## src/rtl/adxl362_spi_slave_pkg.sv

```systemverilog
// Shared constants and state encoding for the ADXL362 SPI front end.
package adxl362_spi_slave_pkg;

  localparam logic [7:0] ADXL362_CMD_WRITE = 8'h0A;
  localparam logic [7:0] ADXL362_CMD_READ  = 8'h0B;
  localparam logic [7:0] ADXL362_CMD_FIFO  = 8'h0D;

  typedef enum logic [2:0] {
    ST_IDLE    = 3'd0,
    ST_CMD     = 3'd1,
    ST_ADDR    = 3'd2,
    ST_WR_DATA = 3'd3,
    ST_RD_DATA = 3'd4,
    ST_IGNORE  = 3'd5
  } spi_state_e;

endpackage

```

## src/rtl/adxl362_spi_sync.sv

```systemverilog
// N-stage synchronizer for an asynchronous SPI pin, with one-cycle rise/fall
// strobes derived from the synchronized level. All flops clear to 0, so a pin
// that is high when reset releases shows up as a rise, never as a fall.
module adxl362_spi_sync #(
  parameter int STAGES = 2
) (
  input  logic clk_16mhz,
  input  logic rst_n,
  input  logic din,
  output logic level,
  output logic rise,
  output logic fall
);

  logic [STAGES-1:0] sync_q;
  logic              prev_q;

  // shift the pin through the synchronizer and remember the previous level
  always_ff @(posedge clk_16mhz or negedge rst_n) begin
    if (!rst_n) begin
      sync_q <= '0;
      prev_q <= 1'b0;
    end else begin
      sync_q <= {sync_q[STAGES-2:0], din};
      prev_q <= sync_q[STAGES-1];
    end
  end

  assign level = sync_q[STAGES-1];
  assign rise  = level & ~prev_q;
  assign fall  = ~level & prev_q;

endmodule

```

## src/rtl/adxl362_spi_slave.sv

```systemverilog
// ADXL362 SPI slave front end (mode 0, MSB first), oversampled on clk_16mhz.
// Decodes command/address/data bytes and drives the register file port.
//
// state      | meaning
// -----------+--------------------------------------------------------
// ST_IDLE    | waiting for a cs_n fall
// ST_CMD     | receiving command byte
// ST_ADDR    | receiving address byte
// ST_WR_DATA | receiving write data bytes, one write pulse per byte
// ST_RD_DATA | shifting register bytes out on MISO
// ST_IGNORE  | unsupported command, swallow bytes until cs_n high
module adxl362_spi_slave #(
  parameter int SYNC_STAGES   = 2,
  parameter int WR_PULSE_CLKS = 2
) (
  input  logic       clk_16mhz,
  input  logic       rst_n,
  input  logic       sclk,
  input  logic       mosi,
  input  logic       cs_n,
  output logic       miso,
  output logic       miso_oe,
  output logic [5:0] address,
  output logic [7:0] data_write,
  output logic       write,
  input  logic [7:0] data_read,
  output logic       busy
);
  import adxl362_spi_slave_pkg::*;

  localparam int WR_CNT_W = $clog2(WR_PULSE_CLKS + 1);
  localparam logic [WR_CNT_W-1:0] WR_CNT_INIT = WR_CNT_W'(WR_PULSE_CLKS - 1);

  spi_state_e          state;
  logic                is_read;
  logic [2:0]          bit_cnt;
  logic [7:0]          rx;
  logic [7:0]          tx;
  logic                load_pend;
  logic                wr_pend;
  logic [WR_CNT_W-1:0] wr_cnt;
  logic                inc_pend;
  logic                armed;

  logic sclk_level_unused;
  logic sclk_rise, sclk_fall;
  logic cs_s, cs_rise, cs_fall;
  logic [SYNC_STAGES-1:0] mosi_q;
  logic mosi_s;
  logic [7:0] rx_next;
  logic byte_done;

  adxl362_spi_sync #(.STAGES(SYNC_STAGES)) u_sync_sclk (
    .clk_16mhz (clk_16mhz),
    .rst_n     (rst_n),
    .din       (sclk),
    .level     (sclk_level_unused),
    .rise      (sclk_rise),
    .fall      (sclk_fall)
  );

  adxl362_spi_sync #(.STAGES(SYNC_STAGES)) u_sync_cs (
    .clk_16mhz (clk_16mhz),
    .rst_n     (rst_n),
    .din       (cs_n),
    .level     (cs_s),
    .rise      (cs_rise),
    .fall      (cs_fall)
  );

  // mosi uses the same depth as sclk so data and clock stay aligned
  always_ff @(posedge clk_16mhz or negedge rst_n) begin
    if (!rst_n) mosi_q <= '0;
    else        mosi_q <= {mosi_q[SYNC_STAGES-2:0], mosi};
  end

  assign mosi_s    = mosi_q[SYNC_STAGES-1];
  assign rx_next   = {rx[6:0], mosi_s};
  assign byte_done = sclk_rise && (bit_cnt == 3'd7);
  // busy only after cs_n has been seen high once since reset
  assign busy      = armed & ~cs_s;

  // protocol FSM, shift registers, write pulse timer and address counter
  always_ff @(posedge clk_16mhz or negedge rst_n) begin
    if (!rst_n) begin
      state      <= ST_IDLE;
      is_read    <= 1'b0;
      bit_cnt    <= 3'd0;
      rx         <= 8'h00;
      tx         <= 8'h00;
      miso       <= 1'b0;
      miso_oe    <= 1'b0;
      load_pend  <= 1'b0;
      address    <= 6'h00;
      data_write <= 8'h00;
      write      <= 1'b0;
      wr_pend    <= 1'b0;
      wr_cnt     <= '0;
      inc_pend   <= 1'b0;
      armed      <= 1'b0;
    end else begin
      if (cs_rise) armed <= 1'b1;

      // the write pulse runs independently of the FSM so an in-flight pulse
      // still completes after cs_n goes high
      if (wr_pend) begin
        write   <= 1'b1;
        wr_cnt  <= WR_CNT_INIT;
        wr_pend <= 1'b0;
      end else if (write) begin
        if (wr_cnt == '0) begin
          write    <= 1'b0;
          inc_pend <= 1'b1;
        end else begin
          wr_cnt <= wr_cnt - 1'b1;
        end
      end

      // post-write increment is dropped if the transfer was closed meanwhile
      if (inc_pend) begin
        inc_pend <= 1'b0;
        if (state == ST_WR_DATA) address <= address + 6'd1;
      end

      if (state != ST_IDLE && cs_s) begin
        state     <= ST_IDLE;
        bit_cnt   <= 3'd0;
        miso      <= 1'b0;
        miso_oe   <= 1'b0;
        load_pend <= 1'b0;
      end else begin
        if (state != ST_IDLE && sclk_rise) begin
          rx      <= rx_next;
          bit_cnt <= bit_cnt + 3'd1;
        end

        if (state == ST_RD_DATA && sclk_fall) begin
          if (load_pend) begin
            tx        <= data_read;
            miso      <= data_read[7];
            miso_oe   <= 1'b1;
            load_pend <= 1'b0;
          end else begin
            tx   <= {tx[6:0], 1'b0};
            miso <= tx[6];
          end
        end

        case (state)
          ST_IDLE: begin
            if (cs_fall) begin
              state   <= ST_CMD;
              bit_cnt <= 3'd0;
              rx      <= 8'h00;
            end
          end
          ST_CMD: begin
            if (byte_done) begin
              if (rx_next == ADXL362_CMD_WRITE) begin
                is_read <= 1'b0;
                state   <= ST_ADDR;
              end else if (rx_next == ADXL362_CMD_READ) begin
                is_read <= 1'b1;
                state   <= ST_ADDR;
              end else begin
                state <= ST_IGNORE;
              end
            end
          end
          ST_ADDR: begin
            if (byte_done) begin
              address   <= rx_next[5:0];
              load_pend <= is_read;
              state     <= is_read ? ST_RD_DATA : ST_WR_DATA;
            end
          end
          ST_WR_DATA: begin
            if (byte_done) begin
              data_write <= rx_next;
              wr_pend    <= 1'b1;
            end
          end
          ST_RD_DATA: begin
            if (byte_done) begin
              address   <= address + 6'd1;
              load_pend <= 1'b1;
            end
          end
          ST_IGNORE: begin
          end
          default: state <= ST_IDLE;
        endcase
      end
    end
  end

endmodule

```

## config.mk

```make
export PLATFORM = sky130hd
export DESIGN_NAME = adxl362_spi_slave
export DESIGN_NICKNAME = d
export VERILOG_FILES = /design/src/rtl/adxl362_spi_slave_pkg.sv /design/src/rtl/adxl362_spi_sync.sv /design/src/rtl/adxl362_spi_slave.sv
export SDC_FILE = /design/constraint.sdc
export NUM_CORES = 1
export LEC_CHECK = 0
export CORE_MARGIN = 4
export CORE_UTILIZATION = 55
export DETAILED_ROUTE_END_ITERATION = 16
export PLACE_DENSITY = 0.79
export SYNTH_ARGS = -nofsm -noshare
export SYNTH_HDL_FRONTEND = slang
export SYNTH_SLANG_ARGS = --single-unit
```

## constraint.sdc

```tcl
create_clock -name clk_16mhz -period 2.2 [get_ports clk_16mhz]
set_input_delay 0.22 -clock clk_16mhz [delete_from_list [all_inputs] [get_ports clk_16mhz]]
set_output_delay 0.22 -clock clk_16mhz [all_outputs]
set_load 0.01 [all_outputs]
```

==> results.py <==
metrics = {
    "status": {
        "outcome": "finished, final reports clean",
    },
    "layout": {
        "final_util_pct": 69.0,
        "drive_gt1_share_pct": 14.7,
        "layout_commonest_cell": "dfrtp_1",
        "layout.nets": 275,
        "seqCellArea_mm2": 0.00130,
        "syn2layout_area_growth_pct": 20.2,
        "multi_input_area_mm2": 0.00114,
        "fillers": 347,
        "diodes": 0,
        "mostFrequentLayoutCells": "dfrtp_1, clkdlybuf4s50_1, nor2_1",
        "design_area_mm2": 0.00303,
    },
    "grt": {
        "grt_pass1_vias": 1770,
        "grt_pass1_wl_um": 8720,
        "grt_max_degree": 23,
        "grt.overflow.total": 0,
        "antenna_found_initial": 0,
        "track_usage_pct": 20.6,
    },
    "yosys": {
        "synth-edff-count": 0,
        "avgSynthCellArea_um2": 11.4,
        "ys_ff_latch": 52,
        "synth_cells": 220,
        "yosysTopAreaCell": "dfrtp_1",
        "synthesis.nets": 237,
        "yosysSeqAreaShare_pct": 51.7,
        "syn_area_mm2": 0.00252,
        "yosysWarnings": 0,
        "synth_ff_type": "dfrtp_1",
        "synth_cell_types": 51,
        "synthArstFlopShare_pct": 100,
        "synth_area_leaders": "dfrtp_1, mux2i_1, mux2_2",
        "synth.top_cell.area_share_pct": 51.7,
    },
    "timing": {
        "worst_slew_pin_slew_ps": 498,
        "tns_ps": 0,
        "final-setup-viol-count": 0,
        "rsz0062_at_grt": "no",
        "clock-skew-final_ps": 8.17,
        "finalCritPeriodShare_pct": 89.1,
        "relSlewSlack_pct": 66.8,
        "period_minus_slack_ps": 1960,
        "finalHoldWorstSlack_ps": 348,
        "finalHoldViolCount": 0,
        "fmax_mhz": 510,
        "maxSlewViolCount": 0,
    },
    "routing": {
        "vias": 1831,
        "detail-route-antenna-nets": 0,
        "drc": 0,
        "drtIter0Drc": 151,
        "dr.pass1.iters": 5,
        "wirelength_um": 4960,
        "wl_per_cell_um": 16.0,
        "vias_per_cell": 5.89,
    },
    "floorplanning": {
        "coreArea_mm2": 0.00438,
        "die_h_um": 75.6,
        "pin_count": 31,
        "initial_core_util_pct": 57.4,
        "die_w_um": 75.6,
        "die-area_mm2": 0.00572,
        "row_count": 24,
    },
    "worst_setup_path": {
        "path_class": "flop to flop",
        "path_cells": "or2b_1, a2111oi_4, o22ai_1, a31o_1",
        "cp-end-kind": "flop",
        "path_max_fanout": 13,
        "start_kind": "flop",
        "cp.required_ps": 2400,
        "max_stage_delay_ps": 620,
        "crit_path_top_delay_cell": "dfrtp_1",
        "cp.arrival_ps": 2160,
    },
    "clock_network": {
        "insertion_delay_ps": 310,
        "cts-root-buf": "clkbuf_8",
        "max-clock-path-buffers": 2,
        "htreeDepth": 2,
        "tritoncts": "done",
        "ctsResizeCount": 0,
        "clkTransAtPathRegs_ps": 90,
        "numCtsBuffers": 5,
        "cts.sinks": 52,
        "post-cts-setup-buffer-count": 0,
    },
    "placement": {
        "placed_area_mm2": 0.00289,
        "place_hpwl_um": 3500,
        "routabilityCongestion": 0.897,
        "port-buffer-count": 30,
    },
    "hold_path": {
        "hp-class": "input port to flop",
    },
    "pwr": {
        "vdd_drop_max_mv": 0.469,
        "power_frac_clock_pct": 30.7,
        "swShare_pct": 27.9,
        "power.leakage_nw": 1.32,
        "switchingPower_mw": 0.642,
        "p_seq_share_pct": 51.1,
        "comb_power_share_pct": 18.3,
        "p_per_area_mw_per_mm2": 761,
        "p_total_mw": 2.30,
        "internal-power_mw": 1.66,
    },
    "run": {
        "cap_viol_max_count": 0,
    },
}
## state kept, by name (all words and copies together) (netlist names)
name / count
tx: 7
armed: 1
u_sync_cs.sync_q: 2
address: 6
rx: 7
u_sync_cs.prev_q: 1
inc_pend: 1
u_sync_sclk.sync_q: 2
u_sync_sclk.prev_q: 1
miso_oe: 1
wr_cnt: 2
state: 3
miso: 1
mosi_q: 2
data_write: 8
wr_pend: 1
is_read: 1
load_pend: 1
write: 1
bit_cnt: 3
## metal layers
layer / GRT usage (%) / routed length [um] / vias to the layer above / share of wire [%]
met4: 9.71 / 96 / 0 / 1.9
met5: 0 / 0 / - / 0
met3: 4.22 / 227 / 9 / 4.6
met1: 29.2 / 2250 / 894 / 45
met2: 30.5 / 2390 / 44 / 48
li1: - / - / 884 / -
## cell type report
class | count | share of cell area, %
clock buffer | 7 | 3.18
clock inverter | 1 | 0.993
inverter | 6 | 0.744
multi-input combinational | 153 | 37.6
sequential | 52 | 43.0
tap | 52 | 2.15
timing repair buffer | 40 | 12.3
## per-stage QoR
step                instances  worst slack, ps
finish                    311              239
floorplan                 220              422
global route              311              112
detailed placement        302              273
CTS                       311              236
global placement          302              337
## power by group through the flow
stage,sequential [mW],clock [mW],combinational (mW)
2_1_floorplan,1.14,0,0.333
3_3_place_gp,1.19,0,0.411
3_5_place_dp,1.19,0,0.422
4_1_cts,1.17,0.725,0.429
5_1_grt,1.19,0.769,0.488
6_report,1.18,0.706,0.421
## final timing paths
kind	start	to	slack, ps	cells past startpoint
worst max-delay path	state[2]	address[0]	240	4
worst min-delay path	sclk	u_sync_sclk.sync_q[0]	350	1
worst max register to register	state[2]	address[0]	240	4
worst min register to register	u_sync_sclk.sync_q[0]	u_sync_sclk.sync_q[1]	350	0
max in group asynchronous	rst_n	tx[2]	1220	3
min in group asynchronous	rst_n	data_write[1]	370	2
## repair_timing
item,CTS,global route
setup endpoints to repair,0,0
hold buffers,1,0
hold endpoints to repair,15,0
## cell usage after synthesis (all sizes together), types with 2 or more instances
cell,count
nor3,7
o211ai,2
o31a,2
inv,6
a21o,2
nand2b,3
a22oi,3
o22ai,6
xnor2,3
xor2,4
o21ai,10
or2,2
ha,4
nand2,16
a211oi,2
clkbuf,3
and4,2
mux2,9
nand3b,2
nand3,3
nand4,2
a2111oi,2
o311ai,2
dfrtp,52
nand4b,2
nor2b,2
mux2i,17
a21oi,5
nor2,20
a31oi,4
nor3b,3
buf,6
## worst max-delay path: cells and delay by family, from the launching register on
kind / cells / cell delay (ps)
AOI/OAI and AO/OA: 3 / 910
DFF: 1 / 620
and+or+nand+nor: 1 / 330
## cell families (layout without fill, tap and decap cells)
group / count (synthesis) / in the layout / share of synthesized area [%]
AND/OR/NAND/NOR: 70 / 70 / 16.4
flip-flops: 52 / 52 / 51.7
AO/OA/AOI/OAI: 46 / 46 / 13.6
multiplexers: 26 / 26 / 10.8
buffers and inverters: 15 / 54 / 3.08
XOR/XNOR: 7 / 7 / 2.44
adder cells (fa/ha/maj): 4 / 4 / 1.99
Note: power is estimated with default switching activity, not from simulation.
